--- src/rtl/screen_sequencer_if.sv ---
// Pin bundle between the game-flow sequencer, its layer renderers and the VGA pins.
// time_left exists only when SCREEN_SEQ_ROUND_TIMER_EN is defined.
interface screen_sequencer_if;
    logic [9:0]  DrawX;
    logic [9:0]  DrawY;
    logic        blank;
    logic        start_key;
    logic        p1_hp_zero;
    logic        p2_hp_zero;
    logic [11:0] title_rgb;
    logic [11:0] fight_rgb;
    logic [11:0] over_rgb;
    logic [3:0]  red;
    logic [3:0]  green;
    logic [3:0]  blue;
    logic [2:0]  state;
    logic        game_active;
    logic [1:0]  winner;
`ifdef SCREEN_SEQ_ROUND_TIMER_EN
    logic [6:0]  time_left;

    modport master (
        output DrawX, DrawY, blank, start_key, p1_hp_zero, p2_hp_zero,
        output title_rgb, fight_rgb, over_rgb,
        input  red, green, blue, state, game_active, winner, time_left
    );
    modport slave (
        input  DrawX, DrawY, blank, start_key, p1_hp_zero, p2_hp_zero,
        input  title_rgb, fight_rgb, over_rgb,
        output red, green, blue, state, game_active, winner, time_left
    );
`else
    modport master (
        output DrawX, DrawY, blank, start_key, p1_hp_zero, p2_hp_zero,
        output title_rgb, fight_rgb, over_rgb,
        input  red, green, blue, state, game_active, winner
    );
    modport slave (
        input  DrawX, DrawY, blank, start_key, p1_hp_zero, p2_hp_zero,
        input  title_rgb, fight_rgb, over_rgb,
        output red, green, blue, state, game_active, winner
    );
`endif
endinterface

--- src/rtl/screen_sequencer.sv ---
// Game-flow controller: picks title/fight/game-over layer, runs frame-counted fades, tracks winner.
// Optional round timer enabled by defining SCREEN_SEQ_ROUND_TIMER_EN.
module screen_sequencer #(
    parameter int unsigned FADE_FRAMES    = 2,
    parameter int unsigned KO_FRAMES      = 120,
    parameter int unsigned FRAME_LINE     = 480
`ifdef SCREEN_SEQ_ROUND_TIMER_EN
    ,
    parameter int unsigned ROUND_SECONDS  = 99,
    parameter int unsigned FRAMES_PER_SEC = 60
`endif
) (
    input  logic               vga_clk,
    input  logic               reset,
    screen_sequencer_if.slave  bus
);
    localparam int unsigned CNT_MAX = (KO_FRAMES > FADE_FRAMES) ? KO_FRAMES : FADE_FRAMES;
    localparam int unsigned CNT_W   = $clog2(CNT_MAX) + 1;

    typedef enum logic [2:0] {
        S_TITLE    = 3'd0,
        S_FADE_OUT = 3'd1,
        S_FADE_IN  = 3'd2,
        S_FIGHT    = 3'd3,
        S_KO       = 3'd4,
        S_OVER     = 3'd5
    } state_t;

    typedef enum logic [1:0] {
        SCR_TITLE = 2'd0,
        SCR_FIGHT = 2'd1,
        SCR_OVER  = 2'd2
    } screen_t;

    state_t             st;
    screen_t            cur_screen;
    screen_t            next_screen;
    logic [3:0]         level;
    logic [CNT_W-1:0]   fcnt;
    logic               start_key_q;
    logic [1:0]         winner;
    logic               game_active;
    logic               frame_tick_c;
    logic               start_rise_c;
    logic [11:0]        src_c;

`ifdef SCREEN_SEQ_ROUND_TIMER_EN
    localparam int unsigned SEC_W = $clog2(FRAMES_PER_SEC) + 1;
    logic [SEC_W-1:0]   sec_cnt;
    logic [6:0]         time_left;
    assign bus.time_left = time_left;
`endif

    assign frame_tick_c    = (bus.DrawX == 10'd0) && (bus.DrawY == 10'(FRAME_LINE));
    assign start_rise_c    = bus.start_key & ~start_key_q;
    assign bus.state       = st;
    assign bus.winner      = winner;
    assign bus.game_active = game_active;

    // Game-flow FSM; fcnt counts frame ticks within fades and KO
    always_ff @(posedge vga_clk or posedge reset) begin
        if (reset) begin
            st          <= S_TITLE;
            cur_screen  <= SCR_TITLE;
            next_screen <= SCR_TITLE;
            level       <= 4'd15;
            fcnt        <= '0;
            start_key_q <= 1'b0;
            winner      <= 2'd0;
            game_active <= 1'b0;
`ifdef SCREEN_SEQ_ROUND_TIMER_EN
            sec_cnt     <= '0;
            time_left   <= 7'(ROUND_SECONDS);
`endif
        end else begin
            start_key_q <= bus.start_key;
            case (st)
                S_TITLE: begin
                    if (start_rise_c) begin
                        next_screen <= SCR_FIGHT;
                        fcnt        <= '0;
                        st          <= S_FADE_OUT;
                    end
                end
                S_FADE_OUT: begin
                    if (frame_tick_c) begin
                        if (fcnt == CNT_W'(FADE_FRAMES - 1)) begin
                            fcnt <= '0;
                            if (level == 4'd0) begin
                                cur_screen <= next_screen;
                                st         <= S_FADE_IN;
                            end else begin
                                level <= level - 4'd1;
                            end
                        end else begin
                            fcnt <= fcnt + CNT_W'(1);
                        end
                    end
                end
                S_FADE_IN: begin
                    if (frame_tick_c) begin
                        if (fcnt == CNT_W'(FADE_FRAMES - 1)) begin
                            fcnt <= '0;
                            if (level == 4'd15) begin
                                case (cur_screen)
                                    SCR_FIGHT: begin
                                        st          <= S_FIGHT;
                                        game_active <= 1'b1;
                                        winner      <= 2'd0;
`ifdef SCREEN_SEQ_ROUND_TIMER_EN
                                        time_left   <= 7'(ROUND_SECONDS);
                                        sec_cnt     <= '0;
`endif
                                    end
                                    SCR_OVER: st <= S_OVER;
                                    default:  st <= S_TITLE;
                                endcase
                            end else begin
                                level <= level + 4'd1;
                            end
                        end else begin
                            fcnt <= fcnt + CNT_W'(1);
                        end
                    end
                end
                S_FIGHT: begin
                    // {p2,p1} maps directly onto 1 = P1 out, 2 = P2 out, 3 = draw
                    if (bus.p1_hp_zero || bus.p2_hp_zero) begin
                        winner      <= {bus.p2_hp_zero, bus.p1_hp_zero};
                        game_active <= 1'b0;
                        fcnt        <= '0;
                        st          <= S_KO;
                    end
`ifdef SCREEN_SEQ_ROUND_TIMER_EN
                    else if (time_left == 7'd0) begin
                        winner      <= 2'd3;
                        game_active <= 1'b0;
                        fcnt        <= '0;
                        st          <= S_KO;
                    end else if (frame_tick_c) begin
                        if (sec_cnt == SEC_W'(FRAMES_PER_SEC - 1)) begin
                            sec_cnt   <= '0;
                            time_left <= time_left - 7'd1;
                        end else begin
                            sec_cnt <= sec_cnt + SEC_W'(1);
                        end
                    end
`endif
                end
                S_KO: begin
                    if (frame_tick_c) begin
                        if (fcnt == CNT_W'(KO_FRAMES - 1)) begin
                            fcnt        <= '0;
                            next_screen <= SCR_OVER;
                            st          <= S_FADE_OUT;
                        end else begin
                            fcnt <= fcnt + CNT_W'(1);
                        end
                    end
                end
                S_OVER: begin
                    if (start_rise_c) begin
                        next_screen <= SCR_TITLE;
                        fcnt        <= '0;
                        st          <= S_FADE_OUT;
                    end
                end
                default: st <= S_TITLE;
            endcase
        end
    end

    always_comb begin
        src_c = bus.title_rgb;
        case (cur_screen)
            SCR_FIGHT: src_c = bus.fight_rgb;
            SCR_OVER:  src_c = bus.over_rgb;
            default:   src_c = bus.title_rgb;
        endcase
    end

    function automatic logic [3:0] scale(input logic [3:0] ch, input logic [3:0] lvl);
        logic [7:0] prod;
        prod = 8'(ch) * (8'(lvl) + 8'd1);
        return 4'(prod >> 4);
    endfunction

    // Brightness-scaled, blank-gated pixel registers
    always_ff @(posedge vga_clk or posedge reset) begin
        if (reset) begin
            bus.red   <= 4'd0;
            bus.green <= 4'd0;
            bus.blue  <= 4'd0;
        end else if (!bus.blank) begin
            bus.red   <= 4'd0;
            bus.green <= 4'd0;
            bus.blue  <= 4'd0;
        end else begin
            bus.red   <= scale(src_c[11:8], level);
            bus.green <= scale(src_c[7:4], level);
            bus.blue  <= scale(src_c[3:0], level);
        end
    end
endmodule

--- src/flat_wrapper.sv ---
// flat-port wrapper written by rule: the top's interface ports become plain ports
module screen_sequencer_flat 
#(
    parameter int unsigned FADE_FRAMES    = 2,
    parameter int unsigned KO_FRAMES      = 120,
    parameter int unsigned FRAME_LINE     = 480

)
  (vga_clk, reset, bus_DrawX, bus_DrawY, bus_blank, bus_start_key, bus_p1_hp_zero, bus_p2_hp_zero, bus_title_rgb, bus_fight_rgb, bus_over_rgb, bus_red, bus_green, bus_blue, bus_state, bus_game_active, bus_winner);
  screen_sequencer_if bus_i ();
  input  logic vga_clk;
  input  logic reset;
  input wire logic [$bits(bus_i.DrawX)-1:0] bus_DrawX;
  input wire logic [$bits(bus_i.DrawY)-1:0] bus_DrawY;
  input wire logic [$bits(bus_i.blank)-1:0] bus_blank;
  input wire logic [$bits(bus_i.start_key)-1:0] bus_start_key;
  input wire logic [$bits(bus_i.p1_hp_zero)-1:0] bus_p1_hp_zero;
  input wire logic [$bits(bus_i.p2_hp_zero)-1:0] bus_p2_hp_zero;
  input wire logic [$bits(bus_i.title_rgb)-1:0] bus_title_rgb;
  input wire logic [$bits(bus_i.fight_rgb)-1:0] bus_fight_rgb;
  input wire logic [$bits(bus_i.over_rgb)-1:0] bus_over_rgb;
  output wire logic [$bits(bus_i.red)-1:0] bus_red;
  output wire logic [$bits(bus_i.green)-1:0] bus_green;
  output wire logic [$bits(bus_i.blue)-1:0] bus_blue;
  output wire logic [$bits(bus_i.state)-1:0] bus_state;
  output wire logic [$bits(bus_i.game_active)-1:0] bus_game_active;
  output wire logic [$bits(bus_i.winner)-1:0] bus_winner;
  assign bus_i.DrawX = bus_DrawX;
  assign bus_i.DrawY = bus_DrawY;
  assign bus_i.blank = bus_blank;
  assign bus_i.start_key = bus_start_key;
  assign bus_i.p1_hp_zero = bus_p1_hp_zero;
  assign bus_i.p2_hp_zero = bus_p2_hp_zero;
  assign bus_i.title_rgb = bus_title_rgb;
  assign bus_i.fight_rgb = bus_fight_rgb;
  assign bus_i.over_rgb = bus_over_rgb;
  assign bus_red = bus_i.red;
  assign bus_green = bus_i.green;
  assign bus_blue = bus_i.blue;
  assign bus_state = bus_i.state;
  assign bus_game_active = bus_i.game_active;
  assign bus_winner = bus_i.winner;
  screen_sequencer #(.FADE_FRAMES(FADE_FRAMES), .KO_FRAMES(KO_FRAMES), .FRAME_LINE(FRAME_LINE)) u_core (.vga_clk(vga_clk), .reset(reset), .bus(bus_i));
endmodule
--- config.mk ---
export PLATFORM = sky130hd
export DESIGN_NAME = screen_sequencer_flat
export DESIGN_NICKNAME = d
export VERILOG_FILES = /design/src/rtl/screen_sequencer_if.sv /design/src/rtl/screen_sequencer.sv /design/src/flat_wrapper.sv
export SDC_FILE = /design/constraint.sdc
export NUM_CORES = 1
export LEC_CHECK = 0
export CORE_UTILIZATION = 29
export DETAILED_ROUTE_END_ITERATION = 6
export SLEW_MARGIN = 5
export SYNTH_ARGS = -nofsm -noshare
export SYNTH_HDL_FRONTEND = slang
export SYNTH_SLANG_ARGS = --single-unit
export TNS_END_PERCENT = 50
--- constraint.sdc ---
create_clock -name vga_clk -period 7.7 [get_ports vga_clk]
set_clock_uncertainty 0.05 [all_clocks]
set_input_delay 1.54 -clock vga_clk [delete_from_list [all_inputs] [get_ports vga_clk]]
set_output_delay 1.54 -clock vga_clk [all_outputs]
set_load 0.03 [all_outputs]
==> qor.yml, run 1 <==
placement:
  place_ws_ns: 2.381
  gp_routability_congestion: 0.8113
  dpl.hpwl_um: 7118
  port_buffers: 79
setup_path:
  critical_path_class: "input port to register"
  worst_setup_path_start_kind: "input port"
  crit_buf_inv: 3
  critical_path.top_delay_family: "adder cells"
  path_cells: "clkdlybuf4s50_1, a221o_1, and2_1, nor2b_1, fa_1, inv_1, fa_1, inv_1, ha_1, nand3_1, o31ai_1, nand3_1, a21oi_1, and3b_1"
  critPathMaxFanout: 4
  worst_setup_path_end_kind: "register"
  worstPathRequired_ns: 7.82
  arrival_ns: 5.14
  cp_slowest_stage_delay_ns: 0.53
  crit_path_top_delay_cell: "fa_1"
detailed_routing:
  wl_per_cell_um: 14.04
  dr.first_iter.drc_count: 164
  viasPerCell: 4.957
  ant_nets: 0
  wirelength_um: 9153
  via_count: 3232
  drcViolationCount: 0
  dr.pass1.iters: 4
power_and_ir_drop:
  ir_worst_vdd_uv: 70.68
  p_clk_frac: 0.474
  p_per_area_nw_per_um2: 96.97
  switching_share: 0.2165
  comb_power_share: 0.117
  switching_power_mw: 0.09914
  power_leakage_nw: 2.110
  p_seq_frac: 0.409
  power_mw: 0.4579
  p_int_mw: 0.3587
logic_synthesis:
  synth_most_common_cell: "ha_1"
  synth_fa_ha_area_frac: 0.2121
  netlist_instances: 410
  synth_edf_count: 0
  syn_nets: 523
  synth_top_family_by_area: "simple AND/OR/NAND/NOR gates"
  synth_xor_xnor_area_share: 0.05320
  async_flop_share: 1.000
  ys_top_cells_by_area: "dfrtp_1, ha_1, fa_1, a221o_1, nand2_1"
  synth_top_cell_by_area: "dfrtp_1"
  synthMuxAreaShare: 0.01382
  yosysTopAreaCellShare: 0.2142
  synth-simple-area-share: 0.2601
  synthTopCellsByCount: "ha_1, nand2_1, nor2_1"
  ys_seq_area_frac: 0.2432
  avgSynthCellArea_um2: 8.835
  yosys_warnings: 0
  synth_compound_area_frac: 0.1686
  netlist_area_um2: 3622
  synth_ff_type: "dfrtp_1"
  synth_seq_cells: 35
  synth.distinct_cells: 59
timing:
  rsz0062_at_grt: "false"
  relSlewSlack: 0.3679
  slew_viol_final: 0
  setup_viol: 0
  hold_violations: 0
  max_freq_mhz: 198.8
  final.min_clock_period_ns: 5.029
  min_period_over_period: 0.6531
  worstMarginPinSlew_ns: 0.9450
  fin_tns_setup_ns: 0
  layout_setup_ws_ns: 2.671
clocking:
  postCtsSetupBuffers: 0
  clkLatencyLatePin_ns: 0.28
  cts_hold_buf: 0
  path_clk_slew_ns: 0.06
  cts_resized: 0
  clock_path_buffers: 2
  cts_tree: "done"
  clockRootBuffer: "clkbuf_16"
  cts_sinks: 35
  cts_made_buffers: 5
  cts_max_level: 2
global_route:
  grt_util_all_layers: 0.1506
  grt_pass1_wl_um: 15370
  antenna_found_initial: 0
  grt_max_degree: 36
  grt_pass1_vias: 3267
  overflow: 0
final_layout:
  fillers: 1237
  diodes: 0
  post_route_cells_drive_above_1_share: 0.09917
  syn2layout_area_growth_pct: 30.36
  multi_input_area_um2: 2564
  final_util: 0.3899
  finalNetCount: 596
  seq_area_um2: 880.8
floorplan:
  fp.dieArea_um2: 12940
  core_um2: 12110
  start_util: 0.2991
  die_w_um: 113.8
  io_pins: 80
  row_count: 40
  die_h_um: 113.8
job:
  cap_violations: 0
run_status:
  status: "completed"
worst_hold_path:
  hold_class: "register to register"
## flip-flops by register name (all words and copies together), names as in the netlist, 3 cells and up
register / flops
u_core.level: 4
u_core.bus.blue: 4
u_core.fcnt: 8
u_core.bus.red: 4
u_core.bus.green: 4
u_core.bus.state: 3
## layout by cell type (no fill, tap or decap), drive strengths merged, types with 16 or more instances in the layout
cell            n
fa             16
clkdlybuf4s50  79
nand2          32
a21oi          21
dfrtp          31
nand3          24
ha             35
o21ai          20
inv            28
nor2           34
## power by group through the flow
stage	combinational [mW]	sequential, mW	clock (mW)
2_1_floorplan	0.0179	0.190	0
3_3_place_gp	0.0532	0.191	0
3_5_place_dp	0.0546	0.191	0
4_1_cts	0.0546	0.187	0.220
5_1_grt	0.0594	0.188	0.230
6_report	0.0535	0.187	0.217
## worst register-to-register path, cell delays in order (launching register included)
cell and delay, ns:
dfrtp_1 0.38, inv_1 0.08, ha_1 0.63, a221o_1 0.25, o21ai_0 0.21, or2_2 0.37
fa_1 0.53, inv_1 0.06, fa_1 0.47, ha_1 0.29, nand4_1 0.12, o31ai_1 0.46
nand3_1 0.16, a21oi_1 0.15, and3b_1 0.19
## per-stage QoR
step	cell area, um^2	std cells	hold WS, ns
global route	4722	652	0.4670
finish	4722	652	0.4579
global placement	4566	644	0.4365
floorplan	3622	410	0.4185
CTS	4722	652	0.4566
detailed placement	4566	644	0.4399
## path summary, 6_finish.rpt
check	startpoint	to	slack, ns	cells past startpoint
worst max-delay path	bus_fight_rgb[1]	u_core.bus.blue[3]$_DFF_PP0_	2.67	14
worst min register to register	u_core.bus.winner[1]$_DFFE_PP0P_	u_core.bus.winner[1]$_DFFE_PP0P_	0.46	1
max in group asynchronous	reset	u_core.level[2]$_DFFE_PP1P_	5.62	3
worst min-delay path	u_core.bus.winner[1]$_DFFE_PP0P_	u_core.bus.winner[1]$_DFFE_PP0P_	0.46	1
min in group asynchronous	reset	u_core.bus.red[0]$_DFF_PP0_	1.63	3
worst max register to register	u_core.cur_screen[1]$_DFFE_PP0P_	u_core.bus.red[3]$_DFF_PP0_	3.20	14
## routing by layer
layer | vias up | global-route usage | wire, um
li1 | 1595 | - | -
met1 | 1539 | 0.1919 | 4181
met2 | 90 | 0.2553 | 4381
met5 | - | 0 | 0
met3 | 8 | 0.03082 | 452
met4 | 0 | 0.04737 | 137
## kinds of logic after synthesis
| family | count (synthesis) |
|---|---|
| adders and majority gates | 52 |
| buffers and inverters | 43 |
| AOI/OAI and AO/OA | 87 |
| muxes | 4 |
| and+or+nand+nor | 167 |
| DFF | 35 |
| xor gates and xnor gates | 22 |
## cell type report
cell class | count | share of cell area
multi-input cells | 332 | 0.5429
flip-flops and latches | 35 | 0.1865
repair buffers | 81 | 0.1706
well taps | 168 | 0.04452
clock buffers | 8 | 0.03312
inverters | 28 | 0.02226
No activity file was read; power rests on OpenSTA's default activity.
==> run 2: changes to the inputs <==
- clock period: 7.7 -> 4.4 ns (I/O delays scaled with it)
==> qor.yml, run 2 (synthesized netlist as in run 1, its figures left out) <==
power_and_ir_drop:
  p_per_area_nw_per_um2: 156.2  # was 96.97 nW/um^2
  p_clk_frac: 0.444  # was 0.474
  switching_share: 0.2213  # was 0.2165
  comb_power_share: 0.130  # was 0.117
  switching_power_mw: 0.1707  # was 0.09914 mW
  ir_worst_vdd_uv: 110.7  # was 70.68 uV
  p_seq_frac: 0.425  # was 0.409
  power_mw: 0.7714  # was 0.4579 mW
  power_leakage_nw: 2.253  # was 2.110 nW
  p_int_mw: 0.6007  # was 0.3587 mW
timing:
  final.min_clock_period_ns: 4.177
  slew_viol_final: 0  # unchanged
  layout_setup_ws_ns: 0.2233  # was 2.671 ns
  max_freq_mhz: 239.4
  rsz0062_at_grt: "false"  # unchanged
  min_period_over_period: 0.9492
  setup_viol: 0  # unchanged
  hold_violations: 0  # unchanged
  worstMarginPinSlew_ns: 0.7897  # was 0.9450 ns
  relSlewSlack: 0.4697  # was 0.3679
clocking:
  cts_resized: 0  # unchanged
  path_clk_slew_ns: 0.06  # about the same
  cts_max_level: 2  # unchanged
  clock_path_buffers: 2  # unchanged
  cts_made_buffers: 5  # unchanged
  clkLatencyLatePin_ns: 0.28  # about the same
  clockRootBuffer: "clkbuf_16"  # unchanged
  postCtsSetupBuffers: 0  # unchanged
  cts_hold_buf: 0  # unchanged
  cts_sinks: 35  # unchanged
  cts_tree: "done"  # unchanged
global_route:
  grt_util_all_layers: 0.1593  # was 0.1506
  grt_pass1_vias: 3500  # was 3,267
  grt_max_degree: 36  # unchanged
  antenna_found_initial: 0  # unchanged
  grt_pass1_wl_um: 16320  # was 15,370 um
  overflow: 0  # unchanged
detailed_routing:
  drcViolationCount: 0  # unchanged
  viasPerCell: 5.001  # was 4.957
  dr.pass1.iters: 4  # unchanged
  wirelength_um: 9521  # was 9153 um
  via_count: 3416  # was 3,232
  wl_per_cell_um: 13.94  # was 14.04 um
  ant_nets: 0  # unchanged
  dr.first_iter.drc_count: 185  # was 164
final_layout:
  largest_reg_flops: 8  # unchanged
  top_register: "u_core.fcnt"  # unchanged
  layout.cells.non_filler: 683  # was 652
  diodes: 0  # unchanged
  layout_commonest_cell: "clkdlybuf4s50_1"  # unchanged
  syn2layout_area_growth_pct: 36.34  # was 30.36%
  post_route_cells_drive_above_1_share: 0.1534  # was 0.09917
  finalNetCount: 627  # was 596
  fillers: 1225  # was 1,237
  final_cell_mix: "clkdlybuf4s50_1, ha_1, buf_4"  # was clkdlybuf4s50_1, ha_1, nand2_1, nor2_1, dfrtp_1
  final_cell_area_um2: 4938  # was 4722 um^2
placement:
  postPlaceCellArea_um2: 4798  # was 4566 um^2
  port_buffers: 79  # unchanged
  place_inst: 675  # was 644
  dpl.hpwl_um: 7587  # was 7118 um
  gp_routability_congestion: 0.8060  # was 0.8113
  place_ws_ns: -0.06248  # was 2.381 ns
floorplan:
  die_h_um: 113.8  # unchanged
  start_util: 0.2991  # unchanged
  die_w_um: 113.8  # unchanged
  io_pins: 80  # unchanged
  core_um2: 12110  # unchanged
  row_count: 40  # unchanged
  fp.dieArea_um2: 12940  # unchanged
setup_path:
  worst_setup_path_end_kind: "register"  # unchanged
  cp_slowest_stage_delay_ns: 0.53  # about the same
  critPathMaxFanout: 3  # was 4
  critical_path.top_delay_family: "adder cells"  # unchanged
  crit_buf_inv: 3  # unchanged
  timing.critical_path.mode_cell: "fa_1"
  arrival_ns: 4.29  # was 5.14 ns
  crit_path_top_delay_cell: "fa_1"  # unchanged
  worstPathRequired_ns: 4.51  # was 7.82 ns
  critical_path_class: "input port to register"  # unchanged
  worst_setup_path_start_kind: "input port"  # unchanged
  path_cells: "clkdlybuf4s50_1, a221o_1, o21ai_0, or2_2, fa_1, inv_1, fa_1, ha_1, nand4_1, o31ai_1, buf_4, nand3_1, a21oi_1, and3b_1"  # was clkdlybuf4s50_1, a221o_1, and2_1, nor2b_1, fa_1, inv_1, fa_1, inv_1, ha_1, nand3_1, o31ai_1, nand3_1, a21oi_1, and3b_1
run_status:
  status: "completed"  # unchanged
worst_hold_path:
  hold_class: "register to register"  # unchanged
job:
  cap_violations: 0  # unchanged
## run 2: cell types whose count changed in the layout (fill, tap and decap cells not counted)
cell      before  now
buf_4          2   33
clkbuf_8       2    0
clkbuf_1       1    2
clkinv_1       0    1
clkinv_2       0    1
ha_1          35   34
ha_2           0    1
inv_1         28   27
## run 2: per-layer routing
layer / vias up / track usage / wire (um)
met5: - / 0 / 0
met4: 0 / 0.07456 / 272
li1: 1660 / - / -
met2: 118 / 0.2675 / 4610
met1: 1618 / 0.1977 / 4050
met3: 20 / 0.02976 / 587
## run 2: power by group through the flow
stage	Combinational, mW	Clock, mW	Sequential, mW
floorplan	0.0313	0	0.333
global placement	0.0997	0	0.333
detailed placement	0.102	0	0.334
CTS	0.102	0.357	0.328
global route	0.111	0.371	0.328
finish	0.101	0.343	0.328
## run 2: worst paths after layout
kind                                                   startpoint                                end  slack, ns  depth (start not counted)
worst max-delay path                             bus_over_rgb[11]        u_core.bus.red[3]$_DFF_PP0_       0.22                         14
worst min-delay path            u_core.next_screen[1]$_DFFE_PP0P_  u_core.next_screen[1]$_DFFE_PP0P_       0.46                          2
min in group asynchronous                                   reset        u_core.bus.red[1]$_DFF_PP0_       0.97                          3
max in group asynchronous                                   reset        u_core.level[3]$_DFFE_PP1P_       2.97                          3
worst max register to register   u_core.cur_screen[0]$_DFFE_PP0P_        u_core.bus.red[3]$_DFF_PP0_       0.38                         16
worst min register to register  u_core.next_screen[1]$_DFFE_PP0P_  u_core.next_screen[1]$_DFFE_PP0P_       0.46                          2
## run 2: cell type report
cell class,count,area (um^2),share of cell area
multi-input cells,332,2566,0.5196
repair buffers,112,1039,0.2103
flip-flops and latches,35,880.8,0.1784
well taps,168,210.2,0.04256
clock buffers,7,132.6,0.02686
inverters,28,105.1,0.02128
clock inverters,1,5.005,0.001013
## run 2: worst min-delay path: stages, from the launching register on
cell     delay, ns
dfrtp_1       0.37
nand2_1       0.05
o21ai_0       0.06
## run 2: stage by stage
step | util | hold WS (ns) | setup TNS (ns)
final | 0.4077 | 0.4620 | 0
after global routing | 0.4077 | 0.5001 | 0
after CTS | 0.4075 | 0.4707 | 0
after detailed placement | 0.3962 | 0.4525 | -0.08036
after global placement | 0.3962 | 0.4375 | 0
after floorplan | - | 0.4185 | 0
==> run 3: changes to the inputs <==
- GPL_ROUTABILITY_DRIVEN: not set -> 0
==> results of run 3 <==
The final DEF is identical to that of run 2; final timing and power are the same.
